===== config.mk =====
export PLATFORM = sky130hd
export DESIGN_NAME = byte_serializer_flat
export DESIGN_NICKNAME = d
export VERILOG_FILES = /design/src/rtl/byte_serializer_if.sv /design/src/rtl/byte_serializer.sv /design/src/flat_wrapper.sv
export SDC_FILE = /design/constraint.sdc
export NUM_CORES = 1
export LEC_CHECK = 0
export BUFFER_PORTS_ARGS = -buffer_cell sky130_fd_sc_hd__buf_4
export CAP_MARGIN = 0
export CELL_PAD_IN_SITES_DETAIL_PLACEMENT = 1
export CELL_PAD_IN_SITES_GLOBAL_PLACEMENT = 1
export CORE_UTILIZATION = 47
export DETAILED_ROUTE_END_ITERATION = 12
export PLACE_DENSITY_LB_ADDON = 0.1
export SYNTH_ARGS = -nofsm -noshare
export SYNTH_HDL_FRONTEND = slang
export SYNTH_SLANG_ARGS = --single-unit

===== constraint.sdc =====
create_clock -name clk -period 2.6 [get_ports clk]
set_input_delay 0 -clock clk [delete_from_list [all_inputs] [get_ports clk]]
set_output_delay 0 -clock clk [all_outputs]
set_load 0.05 [all_outputs]

===== src/rtl/byte_serializer_if.sv =====
// Handshake bundle between the parallel word source, the serializer and the serial sink.
// The serializer takes the slave view; the environment driving it takes the master view.
interface byte_serializer_if #(
    parameter int WIDTH = 8
);
    logic [WIDTH-1:0] in_data;
    logic             in_valid;
    logic             in_ready;
    logic             ser_out;
    logic             ser_valid;
    logic             ser_last;
    logic             ser_ready;

    modport slave (
        input  in_data, in_valid, ser_ready,
        output in_ready, ser_out, ser_valid, ser_last
    );

    modport master (
        output in_data, in_valid, ser_ready,
        input  in_ready, ser_out, ser_valid, ser_last
    );
endinterface


===== src/rtl/byte_serializer.sv =====
// Parallel-in/serial-out stage: one word in, WIDTH bits out with valid/ready on both sides.
// A shift register plus one holding register lets words stream back to back with no gap.
//
//  state | meaning
//  IDLE  | shift register empty, nothing on the serial side
//  SHIFT | shift register holds bits of the current word, ser_valid high
module byte_serializer #(
    parameter int WIDTH     = 8,
    parameter bit MSB_FIRST = 1'b1
) (
    input  logic                  clk,
    input  logic                  rst,
    byte_serializer_if.slave      bus,
    output logic                  busy
);
    localparam int            CW       = (WIDTH > 1) ? $clog2(WIDTH) : 1;
    localparam logic [CW-1:0] CNT_LAST = CW'(WIDTH - 1);

    typedef enum logic {
        IDLE  = 1'b0,
        SHIFT = 1'b1
    } state_t;

    state_t            state, state_n;
    logic [WIDTH-1:0]  sr, sr_n;
    logic [WIDTH-1:0]  hr, hr_n;
    logic              hr_full, hr_full_n;
    logic [CW-1:0]     cnt, cnt_n;

    logic              in_acc;
    logic              out_acc;
    logic              last_acc;
    logic [WIDTH-1:0]  sr_shifted;

    // Handshake outputs come straight from registers, so neither ready nor valid
    // depends combinationally on the opposite side of its own handshake.
    assign bus.in_ready  = ~hr_full;
    assign bus.ser_valid = (state == SHIFT);
    assign bus.ser_out   = MSB_FIRST ? sr[WIDTH-1] : sr[0];
    assign bus.ser_last  = (state == SHIFT) && (cnt == CNT_LAST);
    assign busy          = (state == SHIFT) | hr_full;

    assign in_acc     = bus.in_valid & ~hr_full;
    assign out_acc    = (state == SHIFT) & bus.ser_ready;
    assign last_acc   = out_acc & (cnt == CNT_LAST);
    assign sr_shifted = MSB_FIRST ? {sr[WIDTH-2:0], 1'b0} : {1'b0, sr[WIDTH-1:1]};

    always_ff @(posedge clk or posedge rst) begin
        if (rst) begin
            state   <= IDLE;
            sr      <= '0;
            hr      <= '0;
            hr_full <= 1'b0;
            cnt     <= '0;
        end else begin
            state   <= state_n;
            sr      <= sr_n;
            hr      <= hr_n;
            hr_full <= hr_full_n;
            cnt     <= cnt_n;
        end
    end

    always_comb begin
        state_n   = state;
        sr_n      = sr;
        hr_n      = hr;
        hr_full_n = hr_full;
        cnt_n     = cnt;

        unique case (state)
            IDLE: begin
                if (in_acc) begin
                    sr_n    = bus.in_data;
                    cnt_n   = '0;
                    state_n = SHIFT;
                end
            end
            SHIFT: begin
                if (last_acc) begin
                    if (hr_full) begin
                        sr_n      = hr;
                        hr_full_n = 1'b0;
                        cnt_n     = '0;
                    end else if (in_acc) begin
                        // Word arriving exactly as the last bit leaves skips the holding register.
                        sr_n  = bus.in_data;
                        cnt_n = '0;
                    end else begin
                        state_n = IDLE;
                    end
                end else if (out_acc) begin
                    sr_n  = sr_shifted;
                    cnt_n = cnt + 1'b1;
                end

                if (in_acc && !last_acc) begin
                    hr_n      = bus.in_data;
                    hr_full_n = 1'b1;
                end
            end
            default: state_n = IDLE;
        endcase
    end

    a_cnt_bound: assert property (@(posedge clk) disable iff (rst) cnt <= CNT_LAST);

    a_stall_hold: assert property (@(posedge clk) disable iff (rst)
        (bus.ser_valid && !bus.ser_ready) |=>
            (bus.ser_valid && $stable(bus.ser_out) && $stable(bus.ser_last)));

    a_hr_only_in_shift: assert property (@(posedge clk) disable iff (rst)
        hr_full |-> (state == SHIFT));
endmodule

===== src/flat_wrapper.sv =====
// flat-port wrapper written by rule: the top's interface ports become plain ports
module byte_serializer_flat 
#(
    parameter int WIDTH     = 8,
    parameter bit MSB_FIRST = 1'b1
)
  (clk, rst, busy, bus_in_data, bus_in_valid, bus_ser_ready, bus_in_ready, bus_ser_out, bus_ser_valid, bus_ser_last);
  byte_serializer_if #(.WIDTH(WIDTH)) bus_i ();
  input  logic clk;
  input  logic rst;
  output logic busy;
  input wire logic [$bits(bus_i.in_data)-1:0] bus_in_data;
  input wire logic [$bits(bus_i.in_valid)-1:0] bus_in_valid;
  input wire logic [$bits(bus_i.ser_ready)-1:0] bus_ser_ready;
  output wire logic [$bits(bus_i.in_ready)-1:0] bus_in_ready;
  output wire logic [$bits(bus_i.ser_out)-1:0] bus_ser_out;
  output wire logic [$bits(bus_i.ser_valid)-1:0] bus_ser_valid;
  output wire logic [$bits(bus_i.ser_last)-1:0] bus_ser_last;
  assign bus_i.in_data = bus_in_data;
  assign bus_i.in_valid = bus_in_valid;
  assign bus_i.ser_ready = bus_ser_ready;
  assign bus_in_ready = bus_i.in_ready;
  assign bus_ser_out = bus_i.ser_out;
  assign bus_ser_valid = bus_i.ser_valid;
  assign bus_ser_last = bus_i.ser_last;
  byte_serializer #(.WIDTH(WIDTH), .MSB_FIRST(MSB_FIRST)) u_core (.clk(clk), .rst(rst), .bus(bus_i), .busy(busy));
endmodule

==> run summary <==
=======================================================================================
Share of the synthesized area in the top cell type .......................        47.1%
Clk network pwr share ....................................................        13.6%
Final GP Congestion ......................................................        0.741
Count of flip-flops with a built-in enable after synthesis ...............            0
Highest clock rate .......................................................    0.485 GHz
Flops & latches, synth ...................................................           21
Number of placed I/O pins ................................................           17
Final Hold Fails .........................................................            0
Share of cells above drive strength 1 ....................................        28.6%
Net count, final .........................................................          134
Overall die area .........................................................     2570 um2
Number of setup violations in the final report ...........................            0
Top cells by instance count after synthesis .............................. 21 x sky130_fd_sc_hd__dfrtp_1, 9 x sky130_fd_sc_hd__mux2_2, 9 x sky130_fd_sc_hd__nand2_1
Number of distinct standard cells referenced by the synthesized netlist ..           30
Syn. warnings ............................................................            0
Mean cell area of the mapped netlist .....................................     11.7 um2
Setup clock skew after layout ............................................   0.00915 ns
RSZ-0062 raised after global routing .....................................           no
Largest incremental delay on the critical path ...........................      0.43 ns
Vias per cell ............................................................         5.63
Mapped Area ..............................................................     1120 um2
Overall overflow remaining after global route ............................            0
First-pass iteration count of the detailed router ........................            4
Min-Delay Startpoint ..................................................... bus_ser_ready
Worst flop-to-flop path endpoint ......................................... u_core.hr[5]
Starting density of the core .............................................        50.0%
Number of violations reported at the end of detailed-routing iteration 0 .            5
Fillcell total ...........................................................          234
Design area ..............................................................     1360 um2
Post-CTS setup-driven buffer insertion count .............................            0
Sequential Power Share ...................................................        47.6%
Gate count of the mapped netlist .........................................           95
Power, Total .............................................................    0.00116 W
Depth of the worst register-to-register path .............................            5
Setup CP Type ............................................................ flip-flop to flip-flop
Placed cell areas ........................................................     1230 um2
Result of the run ........................................................ complete, no violations
Kind of start point of the critical path .................................    flip-flop
Hold Crit Depth ..........................................................            3
Worst-case clock buffer depth ............................................            2
Half-perimeter wire length after detailed placement ......................      1.74 mm
Antenna violation net count after detailed routing .......................            0
Count of maximum capacitance violations ..................................            0
Post-synthesis async set-or-reset flop share .............................         100%
Tightest Pin Transition ..................................................     0.801 ns
TritonCTS clock tree .....................................................         done
Flip-flop cell with the highest count after synthesis .................... sky130_fd_sc_hd__dfrtp_1
Relative contribution of combinational cells to total power ..............        38.8%
Routed length per placed instance ........................................      17.3 um
Area of the core region ..................................................     2230 um2
Finished Layout Cells ....................................................          147
Number of H-tree levels ..................................................            1
Worst slew margin relative to its limit ..................................        46.5%
Sequential share of the synthesized area .................................        47.1%
Areal power density over the cells .......................................   857 nW/um2
Pin count of the biggest net entering global routing .....................           22
Critical-path cell list .................................................. ha_1, ha_1, nand2_1, nor3b_4, mux2_2
Maximum vdd drop .........................................................     0.503 mV
Insertion delay of the later-clocked pin in the worst-skew pair ..........      0.30 ns
Vertical die dimension ...................................................      50.7 um
Crit-path slowest cell ................................................... sky130_fd_sc_hd__nor3b_4
CTS clk-pin slew, worst paths ............................................      0.13 ns
Switching power share of the total .......................................        37.2%
Port Buffer Count ........................................................           16
Top cell by count, worst path ............................................ sky130_fd_sc_hd__ha_1
Library cell with the highest instance count after synthesis ............. sky130_fd_sc_hd__dfrtp_1
Via count ................................................................          827
Instance count after placement with tap cells included ...................          133
Final max-slew violation count ...........................................            0
End point of the worst hold path ......................................... u_core.hr_full
Period utilization .......................................................        79.3%
Setup_tns ................................................................         0 ns
Diode count ..............................................................            0
Library cell used as clock root buffer ................................... sky130_fd_sc_hd__clkbuf_4
Static leakage ...........................................................     0.589 nW
Worst-path fanout max ....................................................           15
Data required, critical path .............................................      2.79 ns
Biggest area contributors in the synthesized netlist ..................... sky130_fd_sc_hd__dfrtp_1 47%, sky130_fd_sc_hd__mux2_2 9.1%, sky130_fd_sc_hd__mux2i_1 4.5%
FF-to-FF Start ........................................................... u_core.cnt[0]
Die boundary width .......................................................      50.7 um
# DRC ....................................................................            0
Post-layout minimum cycle time ...........................................      2.06 ns
Clock Sinks ..............................................................           21
Post-synthesis net count .................................................          109
Type of destination of the critical path .................................    flip-flop
Worst hold-check path type ............................................... input pin to flip-flop
First-pass GRT wire length ...............................................      4.37 mm
Reg-to-reg slack, setup ..................................................      0.54 ns
Overall routing resource usage ...........................................        23.0%
Number of antenna violations at the first check in global routing ........            0
Top cell type by total area after synthesis .............................. sky130_fd_sc_hd__dfrtp_1
Switching pwr ............................................................   0.000433 W
Area delta synth->final ..................................................        21.4%
CP Data Arrival Time .....................................................      2.25 ns
Power Internal ...........................................................   0.000729 W
Post-route core utilization ..............................................        60.7%
Drt total wl .............................................................      2.54 mm
Site Rows ................................................................           17
Total CTS buffers ........................................................            3
Via count of the first global-routing pass ...............................          905
=======================================================================================
## metal layers
metal / part of all wire [%] / track usage [%] / vias up
li1: - / - / 400
met1: 47 / 30.8 / 409
met2: 51 / 39.3 / 16
met3: 2.2 / 3.64 / 2
met4: 0.63 / 4.17 / 0
met5: 0 / 0 / -
## worst max-delay path by stage
stage | depth (start not counted) | slack [ns] | from | end
5_1_grt | 5 | 0.41 | u_core.cnt[0] | u_core.hr[5]
6_report | 5 | 0.54 | u_core.cnt[0] | u_core.hr[5]
2_1_floorplan | 4 | 0.91 | u_core.bus.ser_valid | u_core.hr[0]
3_5_place_dp | 5 | 0.54 | u_core.cnt[0] | u_core.hr[6]
3_3_place_gp | 5 | 0.58 | u_core.cnt[0] | u_core.hr[0]
4_1_cts | 5 | 0.53 | u_core.cnt[0] | u_core.hr[6]
## cell families after synthesis
group	Yosys count	share of synthesized area [%]
buffers and inverters	9	4.93
and+or+nand+nor	28	15.2
AOI/OAI and AO/OA	21	16.9
muxes	14	13.6
DFF	21	47.1
adders and majority gates	2	2.24
## area by class of cell
| cell class | count | area (um2) | area share (%) |
|---|---|---|---|
| sequential | 21 | 526 | 38.8 |
| timing repair buffer | 26 | 220 | 16.3 |
| clock buffer | 3 | 22.5 | 1.66 |
| clock inverter | 1 | 5.00 | 0.369 |
| inverter | 3 | 11.3 | 0.831 |
| multi-input combinational | 65 | 536 | 39.5 |
| tap | 28 | 35.0 | 2.59 |
## flip-flops by register name, summed over array words and instances, names as in the netlist
name                  cells
u_core.hr                 8
u_core.bus.ser_valid      1
u_core.sr                 8
u_core.hr_full            1
u_core.cnt                3
## cell usage in the layout (no fill, tap or decap)
cell type,count
sky130_fd_sc_hd__dfrtp_1,21
sky130_fd_sc_hd__buf_4,16
sky130_fd_sc_hd__dlygate4sd3_1,10
sky130_fd_sc_hd__nand2_1,9
sky130_fd_sc_hd__mux2_2,9
sky130_fd_sc_hd__nor2b_1,5
sky130_fd_sc_hd__a41oi_1,5
sky130_fd_sc_hd__mux2i_1,5
sky130_fd_sc_hd__o221ai_1,5
sky130_fd_sc_hd__nand2b_1,3
sky130_fd_sc_hd__nand3_1,3
sky130_fd_sc_hd__a221o_1,3
sky130_fd_sc_hd__inv_1,3
sky130_fd_sc_hd__clkbuf_4,3
sky130_fd_sc_hd__a21oi_1,2
sky130_fd_sc_hd__a22o_1,2
sky130_fd_sc_hd__ha_1,2
sky130_fd_sc_hd__and2b_1,1
sky130_fd_sc_hd__or3b_2,1
sky130_fd_sc_hd__o211ai_4,1
sky130_fd_sc_hd__a21boi_0,1
sky130_fd_sc_hd__and3b_1,1
sky130_fd_sc_hd__nor2_1,1
sky130_fd_sc_hd__nand2_4,1
sky130_fd_sc_hd__nor3b_4,1
sky130_fd_sc_hd__a31oi_1,1
sky130_fd_sc_hd__and2_1,1
sky130_fd_sc_hd__or2_2,1
sky130_fd_sc_hd__a2bb2oi_1,1
sky130_fd_sc_hd__clkinv_2,1
## what timing repair did
action,4_1_cts,5_1_grt
hold buffers,10,0
resized for setup,0,0
endpoints found under the hold margin,33,0
## through the flow
stage	setup WS, ns	hold slack (ns)
6_report	0.537	0.174
5_1_grt	0.414	0.165
4_1_cts	0.527	0.147
3_5_place_dp	0.538	0.215
3_3_place_gp	0.578	0.199
2_1_floorplan	0.907	-0.0235
## power groups by stage
stage | Combinational [W] | Sequential, W | Clock (W)
detailed placement | 0.000440 | 0.000563 | 0
global route | 0.000496 | 0.000571 | 0.000173
floorplan | 0.000332 | 0.000556 | 0
CTS | 0.000453 | 0.000555 | 0.000169
global placement | 0.000428 | 0.000556 | 0
finish | 0.000450 | 0.000553 | 0.000158
## worst max-delay path, delay by kind of cell, from the launching register on
family / cells / cell delay (ns)
multiplexers: 1 / 0.38
AND/OR/NAND/NOR: 2 / 0.61
adder cells (fa/ha/maj): 2 / 0.55
flip-flops: 1 / 0.41
Note: power is estimated with default switching activity, not from simulation.
